File: config.mk
export PLATFORM = sky130hd
export DESIGN_NAME = mul_div_unit
export DESIGN_NICKNAME = d
export VERILOG_FILES = /design/src/rtl/mul_div_unit.sv
export SDC_FILE = /design/constraint.sdc
export NUM_CORES = 1
export LEC_CHECK = 0
export CAP_MARGIN = 40
export CORE_UTILIZATION = 60
export CTS_BUF_LIST = sky130_fd_sc_hd__clkbuf_8
export DETAILED_ROUTE_END_ITERATION = 10
export PLACE_DENSITY_LB_ADDON = 0.15
export SLEW_MARGIN = 40
export SYNTH_ARGS = -nofsm -noshare
export SYNTH_HDL_FRONTEND = slang
export SYNTH_SLANG_ARGS = --single-unit
File: constraint.sdc
create_clock -name clk -period 6.3 [get_ports clk]
set_input_delay 1.575 -clock clk [delete_from_list [all_inputs] [get_ports clk]]
set_output_delay 1.575 -clock clk [all_outputs]
set_load 0.02 [all_outputs]
File: src/rtl/mul_div_unit.sv
// Purpose : iterative RV32M multiply/divide unit (radix-2 shift-add multiply, restoring divide).
// Latency : 33 cycles start-to-write; divide-by-zero and signed-overflow divides write after 1 cycle.
// Backpressure: none; busy blocks issue, and start is ignored while an operation is in flight.
//
// Ports:
//   clk, resetn                 clock, asynchronous active-low reset
//   start, funct3, rd           issue request, operation select, destination index
//   readData1, readData2        rs1 / rs2 operands, sampled with start only
//   busy                        operation in flight (cycle after accept through the write cycle)
//   regWrite, writeRegister,    single-cycle register-file write port; index/data hold their
//   writeData                   last values between writes
module mul_div_unit (
   input  logic        clk,
   input  logic        resetn,
   input  logic        start,
   input  logic [2:0]  funct3,
   input  logic [4:0]  rd,
   input  logic [31:0] readData1,
   input  logic [31:0] readData2,
   output logic        busy,
   output logic        regWrite,
   output logic [4:0]  writeRegister,
   output logic [31:0] writeData
);

   typedef enum logic [1:0] {
      S_IDLE = 2'd0,
      S_RUN  = 2'd1,
      S_DONE = 2'd2
   } state_t;

   localparam logic [2:0] F_MULH   = 3'b001;
   localparam logic [2:0] F_MULHSU = 3'b010;
   localparam logic [2:0] F_DIV    = 3'b100;
   localparam logic [2:0] F_REM    = 3'b110;

   state_t      state_q,          state_d;
   logic [4:0]  cnt_q,            cnt_d;
   logic [63:0] acc_q,            acc_d;
   logic [31:0] opa_q,            opa_d;
   logic [2:0]  f3_q,             f3_d;
   logic [4:0]  rd_q,             rd_d;
   logic        neg_q,            neg_d;
   logic        busy_q,           busy_d;
   logic        reg_write_q,      reg_write_d;
   logic [4:0]  write_register_q, write_register_d;
   logic [31:0] write_data_q,     write_data_d;

   // ------------------------------------------------------------------
   // Issue-side decode (operates on the live inputs, used only in IDLE)
   // ------------------------------------------------------------------
   logic        a_signed, b_signed;
   logic        sa, sb;
   logic [31:0] mag_a, mag_b;
   logic        neg_in;
   logic        div_zero, div_ovf;
   logic [31:0] special_res;

   always_comb begin
      a_signed = (funct3 == F_MULH) || (funct3 == F_MULHSU) ||
                 (funct3 == F_DIV)  || (funct3 == F_REM);
      b_signed = (funct3 == F_MULH) || (funct3 == F_DIV) || (funct3 == F_REM);
      sa       = a_signed & readData1[31];
      sb       = b_signed & readData2[31];
      mag_a    = sa ? (32'd0 - readData1) : readData1;
      mag_b    = sb ? (32'd0 - readData2) : readData2;
      // A remainder takes the dividend's sign; products and quotients take the XOR.
      neg_in   = (funct3 == F_REM) ? sa : (sa ^ sb);
      div_zero = funct3[2] && (readData2 == 32'd0);
      div_ovf  = ((funct3 == F_DIV) || (funct3 == F_REM)) &&
                 (readData1 == 32'h8000_0000) && (readData2 == 32'hFFFF_FFFF);
      if (div_zero) begin
         special_res = funct3[1] ? readData1 : 32'hFFFF_FFFF;
      end else begin
         special_res = funct3[1] ? 32'd0 : 32'h8000_0000;
      end
   end

   // ------------------------------------------------------------------
   // One iteration of the datapath, shared register acc_q:
   //   multiply: acc = {partial product high, multiplier shifting out}
   //   divide  : acc = {partial remainder,    dividend shifting out / quotient shifting in}
   // ------------------------------------------------------------------
   logic [32:0] mul_sum;
   logic [63:0] mul_next;
   logic [32:0] div_shift;
   logic [32:0] div_diff;
   logic [63:0] div_next;
   logic [63:0] step_next;
   logic [63:0] prod_fix;
   logic [31:0] div_raw;
   logic [31:0] final_res;

   always_comb begin
      mul_sum   = {1'b0, acc_q[63:32]} + {1'b0, (acc_q[0] ? opa_q : 32'd0)};
      mul_next  = {mul_sum, acc_q[31:1]};

      div_shift = {acc_q[63:32], acc_q[31]};
      div_diff  = div_shift - {1'b0, opa_q};
      // The shifted remainder is always below twice the divisor, so bit 32 of
      // the difference is a clean borrow flag.
      if (!div_diff[32]) begin
         div_next = {div_diff[31:0], acc_q[30:0], 1'b1};
      end else begin
         div_next = {div_shift[31:0], acc_q[30:0], 1'b0};
      end

      step_next = f3_q[2] ? div_next : mul_next;

      prod_fix  = neg_q ? (64'd0 - step_next) : step_next;
      div_raw   = f3_q[1] ? step_next[63:32] : step_next[31:0];

      if (f3_q[2]) begin
         final_res = neg_q ? (32'd0 - div_raw) : div_raw;
      end else if (f3_q[1:0] == 2'b00) begin
         final_res = prod_fix[31:0];
      end else begin
         final_res = prod_fix[63:32];
      end
   end

   // ------------------------------------------------------------------
   // Next-state logic
   // ------------------------------------------------------------------
   always_comb begin
      state_d          = state_q;
      cnt_d            = cnt_q;
      acc_d            = acc_q;
      opa_d            = opa_q;
      f3_d             = f3_q;
      rd_d             = rd_q;
      neg_d            = neg_q;
      busy_d           = busy_q;
      reg_write_d      = 1'b0;
      write_register_d = write_register_q;
      write_data_d     = write_data_q;

      case (state_q)
         S_IDLE: begin
            if (start) begin
               f3_d   = funct3;
               rd_d   = rd;
               neg_d  = neg_in;
               busy_d = 1'b1;
               if (div_zero || div_ovf) begin
                  state_d          = S_DONE;
                  reg_write_d      = (rd != 5'd0);
                  write_register_d = rd;
                  write_data_d     = special_res;
               end else begin
                  state_d = S_RUN;
                  cnt_d   = 5'd31;
                  if (funct3[2]) begin
                     opa_d = mag_b;
                     acc_d = {32'd0, mag_a};
                  end else begin
                     opa_d = mag_a;
                     acc_d = {32'd0, mag_b};
                  end
               end
            end
         end

         S_RUN: begin
            acc_d = step_next;
            cnt_d = cnt_q - 5'd1;
            if (cnt_q == 5'd0) begin
               // Final iteration and sign fixup land on the same edge.
               state_d          = S_DONE;
               reg_write_d      = (rd_q != 5'd0);
               write_register_d = rd_q;
               write_data_d     = final_res;
            end
         end

         S_DONE: begin
            state_d = S_IDLE;
            busy_d  = 1'b0;
         end

         default: begin
            state_d = S_IDLE;
            busy_d  = 1'b0;
         end
      endcase
   end

   // ------------------------------------------------------------------
   // State and registered outputs
   // ------------------------------------------------------------------
   always_ff @(posedge clk or negedge resetn) begin
      if (!resetn) begin
         state_q          <= S_IDLE;
         cnt_q            <= 5'd0;
         acc_q            <= 64'd0;
         opa_q            <= 32'd0;
         f3_q             <= 3'd0;
         rd_q             <= 5'd0;
         neg_q            <= 1'b0;
         busy_q           <= 1'b0;
         reg_write_q      <= 1'b0;
         write_register_q <= 5'd0;
         write_data_q     <= 32'd0;
      end else begin
         state_q          <= state_d;
         cnt_q            <= cnt_d;
         acc_q            <= acc_d;
         opa_q            <= opa_d;
         f3_q             <= f3_d;
         rd_q             <= rd_d;
         neg_q            <= neg_d;
         busy_q           <= busy_d;
         reg_write_q      <= reg_write_d;
         write_register_q <= write_register_d;
         write_data_q     <= write_data_d;
      end
   end

   assign busy          = busy_q;
   assign regWrite      = reg_write_q;
   assign writeRegister = write_register_q;
   assign writeData     = write_data_q;

endmodule

==> results of run 1 <==
[logic make-up (layout without fill, tap and decap cells)]
family / after synthesis / in the layout / synth area share [%]
muxes: 98 / 98 / 5.87
AOI/OAI and AO/OA: 798 / 798 / 29.5
adders and majority gates: 73 / 73 / 5.29
DFF: 151 / 151 / 21.5
and+or+nand+nor: 891 / 891 / 24.3
buffers and inverters: 236 / 267 / 5.30
xor gates and xnor gates: 164 / 164 / 8.18
[cell usage after synthesis, types with 10 or more instances]
master and number:
a211oi_1 32, a21o_1 35, a21oi_1 194, a221o_1 14, a221oi_1 12, a311oi_1 10, a31oi_1 33, and2_1 45
and3_1 19, buf_1 22, buf_2 20, clkbuf_1 115, dfrtp_1 151, ha_1 71, inv_1 75, mux2_2 34
mux2i_1 61, nand2_1 266, nand2b_1 16, nand3_1 82, nand4_1 37, nor2_1 232, nor2b_1 21, nor3_1 56
nor3b_1 10, nor4_1 22, o211ai_1 33, o21a_1 23, o21ai_0 225, o221ai_1 32, o31ai_1 24, o41ai_1 14
or2_2 16, or3_1 29, or4_1 11, xnor2_1 91, xor2_1 73
[cells in the final DEF, fill, tap and decap left out, drive strengths merged, types with 29 or more instances in the layout]
| master | instances |
|---|---|
| nand2 | 266 |
| dfrtp | 151 |
| mux2i | 61 |
| o21ai | 231 |
| or3 | 29 |
| ha | 71 |
| a21o | 35 |
| o211ai | 35 |
| inv | 80 |
| nand4 | 37 |
| xnor2 | 91 |
| buf | 49 |
| clkdlybuf4s50 | 111 |
| and2 | 45 |
| nor3 | 58 |
| nor2 | 232 |
| a21oi | 194 |
| a31oi | 33 |
| a211oi | 34 |
| xor2 | 73 |
| mux2 | 37 |
| o221ai | 32 |
| nand3 | 82 |
[area by class of cell]
type / instances / area (sq um)
timing repair buffer: 160 / 1540
clock inverter: 12 / 116
fill: 2514 / 9380
clock buffer: 20 / 275
tap: 384 / 480
inverter: 75 / 282
multi-input combinational: 2024 / 12900
sequential: 151 / 3790
[per-stage QoR]
stage	total power [mW]	std cells
finish	13.0	2826
global route	13.7	2826
CTS	12.5	2825
detailed placement	11.6	2793
global placement	11.5	2793
floorplan	8.71	2411
[worst register-to-register path: stages (launching register included)]
cell and delay (ns):
dfrtp_1 0.47, inv_1 0.15, ha_1 0.19, inv_1 0.05, fa_1 0.42, a211oi_1 0.28, o211a_1 0.23, or4_4 0.16
a21boi_4 0.08, o2111ai_1 0.35, and2_1 0.22, ha_1 0.22, nand2_1 0.10, or3_1 0.44, or3_1 0.42, nor3_4 0.23
inv_1 0.12, a211oi_1 0.30, nand4_1 0.21, or3_4 0.45, o31ai_1 0.31, xnor2_1 0.16, a21oi_1 0.08, a211o_1 0.26
[registers in the layout, indices dropped and copies added, names as in the netlist]
| signal | count |
|---|---|
| acc_q | 64 |
| opa_q | 32 |
| f3_q | 3 |
| rd_q | 5 |
| cnt_q | 5 |
| regWrite | 1 |
| neg_q | 1 |
| busy | 1 |
| writeData | 32 |
| state_q | 2 |
| writeRegister | 5 |
[worst paths after layout]
check                                endpoint  slack (ns)  cells after the start         start
min in group asynchronous           opa_q[29]        0.98                      1        resetn
max in group asynchronous            acc_q[6]        4.23                      2        resetn
worst min-delay path             writeData[3]        0.51                      2  writeData[3]
worst max-delay path            writeData[30]        0.31                     23     acc_q[31]
worst max register to register  writeData[30]        0.31                     23     acc_q[31]
worst min register to register   writeData[3]        0.51                      2  writeData[3]
[timing repair]
action | 4_1_cts | 5_1_grt
setup endpoints to repair | 0 | 9
buffers inserted | 0 | 0
gates resized for setup | 0 | 4
[power breakdown]
group / switching, mW / total (mW) / leakage (nW) / internal, mW
clock network: 0.437 / 0.785 / 0.190 / 0.348
logic: 6.41 / 10.1 / 5.72 / 3.66
registers: 0.752 / 2.17 / 1.81 / 1.42
total: 7.60 / 13.0 / 7.72 / 5.43
[metal layers]
layer / global-route usage [%] / vias up
met2: 67.6 / 1478
met3: 12.1 / 235
met1: 62.7 / 9299
met5: 0 / -
li1: - / 8905
met4: 20.1 / 8
==> results.cfg, run 1 <==
[run_status]
outcome = finished, final reports clean

[power]
power_density_nw_per_um2 = 672
cellLeakagePower_nw = 7.72
ir_drop_mv = 0.349

[route]
wl_met2_um = 28900
wl_met1_um = 27500
wl_um = 69800
wl_per_cell_um = 24.7
top_layer = met5
drc = 0
drt_pass1_iterations = 7
vias = 19900
first_iter_violations = 2646
via_per_inst = 7.05
ant_nets = 0
route.met3.wl_um = 9790

[global_route]
first_global_vias = 18200
grt_pass1_wl_um = 106000
grt_start_max_net_pins = 118
track_usage_pct = 45.8
antenna_found_initial = 6
grt-ovfl-total = 0

[clocking]
cts_buffer_depth = 2
clock-sinks = 151
cts-root-buf = clkbuf_8
hold_buffers = 0
cts_htree_levels = 4
cts_made_buffers = 17
path_clk_slew_ns = 0.09
cts_tree = yes
clock_latency_ns = 0.50

[synthesis]
syn_nets = 2559
synth-edff-count = 0
yosys.cell_types.count = 90
async_flop_share_pct = 100
yosys.area.top_type = dfrtp_1
synth-main-ff-cell = dfrtp_1
netlist_top_cells_area = dfrtp_1 (22%), o21ai_0 (6.4%), nand2_1 (5.7%)
ys_seq_area_share_pct = 21.5
synth_area_per_cell_sq_um = 7.28
yosys.area.top_type_share_pct = 21.5
ys_ff_latch = 151
synth_area_sq_um = 17600
syn-instance-count = 2411
synth_warnings = 0

[sta]
fin_skew_ns = 0.0190
hold_viol_final = 0
tightestPinTransition_ns = 0.981
rsz0062_at_grt = false
relSlewSlack_pct = 33.9
final.setup.worst_slack_ns = 0.314
fmax_mhz = 167
whs_ns = 0.513
setup_tns_ns = 0
finalCriticalPeriod_ns = 5.99
setup_violations = 0
post-route-period-util_pct = 95.0
slew_violations = 0

[setup_path]
worst_path_dominant_cell_family = simple AND/OR/NAND/NOR gates
crit_path_start_kind = register
crit_path_top_delay_cell = dfrtp_1
end_kind = register
crit_chain = inv_1 > ha_1 > inv_1 > fa_1 > a211oi_1 > o211a_1 > or4_4 > a21boi_4 > o2111ai_1 > and2_1 > ha_1 > nand2_1 > or3_1 > or3_1 > nor3_4 > inv_1 > a211oi_1 > nand4_1 > or3_4 > o31ai_1 > xnor2_1 > a21oi_1 > a211o_1
cp_max_fo = 9
crit_top_cell = inv_1
criticalPathCategory = register to register
arrival_ns = 6.38
cpPeakStageDelay_ns = 0.47
worstPathRequired_ns = 6.69
cp_num_buf_inv = 3

[finish]
postLayoutCoreUtil_pct = 67.4
fin_area_sq_um = 19400
area_growth_pct = 10.5
final_nets = 2577
antenna_cells = 0
drive_gt1_share_pct = 7.21

[job]
max-cap-violations = 0

[floorplanning]
core-area_sq_um = 28800
die_area_sq_um = 30000
initial_core_util_pct = 61.0
rows = 62
die_h_um = 173
die_w_um = 173
ioPinCount = 114

[place]
gp_congestion = 1.06
placement.io_buffers = 113
dp_slack_ns = 0.311
dp_hpwl_um = 53600
place_area_sq_um = 19000

[hold_path]
hp-class = register to register
(Power assumes the default switching activity.)
==> run 2: changes to the inputs <==
- PLACE_DENSITY_LB_ADDON: 0.15 -> 0.05
==> results.cfg, run 2 (synthesized netlist as in run 1, its figures left out) <==
[setup_path]
r2r_slack_ns = 0.33
worstPathRequired_ns = 6.69
end_kind = register
arrival_ns = 6.35
cp_max_fo = 9
crit_path_start_kind = register
r2r-start = acc_q[31]
setup.worst_path.start = acc_q[31]
worstReg2RegEnd = writeData[30]
rr_worst_depth = 23
criticalPathCategory = register to register

[route]
wl_per_cell_um = 24.7
ant_nets = 0
wl_um = 69800
via_per_inst = 7.07
vias = 20000
first_iter_violations = 3145
drt_pass1_iterations = 9
drc = 0

[finish]
layout_common_cells = nand2_1 (264), nor2_1 (230), o21ai_0 (225)
fin_area_sq_um = 19400
drive_gt1_share_pct = 7.12
fill_cells = 2555
final_cell_count_no_fill = 2828
multi_input_comb_area_sq_um = 12900
seq_area_sq_um = 3780
final_nets = 2579
antenna_cells = 0
layout_commonest_cell = nand2_1
top_register = acc_q
largest_reg_flops = 64
postLayoutCoreUtil_pct = 67.5
area_growth_pct = 10.6

[floorplanning]
core-area_sq_um = 28800
rows = 62
die_area_sq_um = 30000
die_w_um = 173
initial_core_util_pct = 61.0
die_h_um = 173
ioPinCount = 114

[clocking]
cts_buffer_depth = 2
clock-sinks = 151
cts_made_buffers = 17
cts_htree_levels = 4
clock_latency_ns = 0.50
cts-root-buf = clkbuf_8
hold_buffers = 0
path_clk_slew_ns = 0.10
cts_tree = yes

[sta]
relSlewSlack_pct = 38.5
finalCriticalPeriod_ns = 5.97
tightestPinTransition_ns = 0.917
post-route-period-util_pct = 94.7
fmax_mhz = 168
setup_tns_ns = 0
hold_viol_final = 0
setup_violations = 0
slew_violations = 0
fin_skew_ns = 0.0257
rsz0062_at_grt = false

[place]
dp_cells = 2795
placement.io_buffers = 113
gp_congestion = 1.07
place_area_sq_um = 19000
dp_hpwl_um = 53600

[global_route]
grt-ovfl-total = 0
grt_start_max_net_pins = 108
track_usage_pct = 46.0
grt_pass1_wl_um = 107000
antenna_found_initial = 2
first_global_vias = 18400

[hold_path]
hp-class = register to register
worstHoldStart = writeData[5]
min_path_cells = 2
min_to = writeData[5]

[power]
power.total_mw = 13.1
power_density_nw_per_um2 = 673
ir_drop_mv = 0.260
cellLeakagePower_nw = 7.73

[run_status]
outcome = finished, final reports clean

[job]
max-cap-violations = 0
[run 2: cell count changes in the layout (fill, tap and decap cells not counted), moves of 2 or more]
| cell | change |
|---|---|
| a2111oi_0 | -2 |
| bufinv_16 | +2 |
| clkinvlp_4 | -3 |
| clkbuf_8 | -2 |
| a2111oi_1 | +3 |
| buf_4 | +2 |
| clkinv_2 | +4 |
[run 2: how the worst max path moves through the flow]
stage                     to
6_report       writeData[30]
5_1_grt        writeData[26]
4_1_cts        writeData[30]
3_5_place_dp   writeData[30]
3_3_place_gp   writeData[30]
2_1_floorplan  writeData[30]
[run 2: metal layers]
metal / vias up / share of wire, % / wire (um) / global-route usage [%]
met5: - / 0 / 0 / 0
met4: 0 / 4.2 / 2960 / 17.8
met3: 230 / 13 / 9210 / 12.3
met2: 1455 / 42 / 29400 / 68.7
met1: 9411 / 40 / 28200 / 63.3
li1: 8901 / - / - / -
[run 2: where the power goes]
group | internal [mW] | total (mW) | leakage [nW] | switching [mW]
registers | 1.42 | 2.13 | 1.81 | 0.711
clock network | 0.406 | 0.855 | 0.214 | 0.449
logic | 3.65 | 10.1 | 5.70 | 6.44
total | 5.48 | 13.1 | 7.73 | 7.60
[run 2: critical path, stage by stage (launching register included)]
cell	delay, ns
dfrtp_1	0.47
inv_1	0.15
ha_1	0.18
inv_1	0.06
fa_1	0.43
a211oi_1	0.28
o211a_1	0.24
or4_4	0.16
a21boi_4	0.09
o2111ai_2	0.32
and2_1	0.21
ha_1	0.23
nand2_1	0.08
or3_1	0.42
or3_1	0.39
nor3_2	0.17
inv_1	0.10
a211oi_1	0.28
nand4_1	0.20
or3_1	0.54
o31ai_1	0.36
xnor2_1	0.16
a21oi_1	0.09
a211o_1	0.24
[run 2: area by class of cell]
| type | count | share of cell area, % |
|---|---|---|
| repair buffers | 162 | 7.97 |
| clock inverters | 14 | 0.876 |
| flip-flops and latches | 151 | 19.5 |
| multi-input cells | 2024 | 66.5 |
| well taps | 384 | 2.47 |
| clock buffers | 18 | 1.28 |
| inverters | 75 | 1.45 |
[run 2: per-stage QoR]
stage          worst slack [ns]  hold slack (ns)
6_report                  0.335            0.508
3_3_place_gp              0.588            0.468
4_1_cts                   0.408            0.503
5_1_grt                 0.00611            0.531
2_1_floorplan             0.610            0.464
3_5_place_dp              0.454            0.483
[run 2: timing repair]
| action | CTS | global route |
|---|---|---|
| resized for setup | 0 | 2 |
| setup buffers | 0 | 0 |
| endpoints found under the setup margin | 0 | 8 |
| hold endpoints to repair | 0 | 0 |
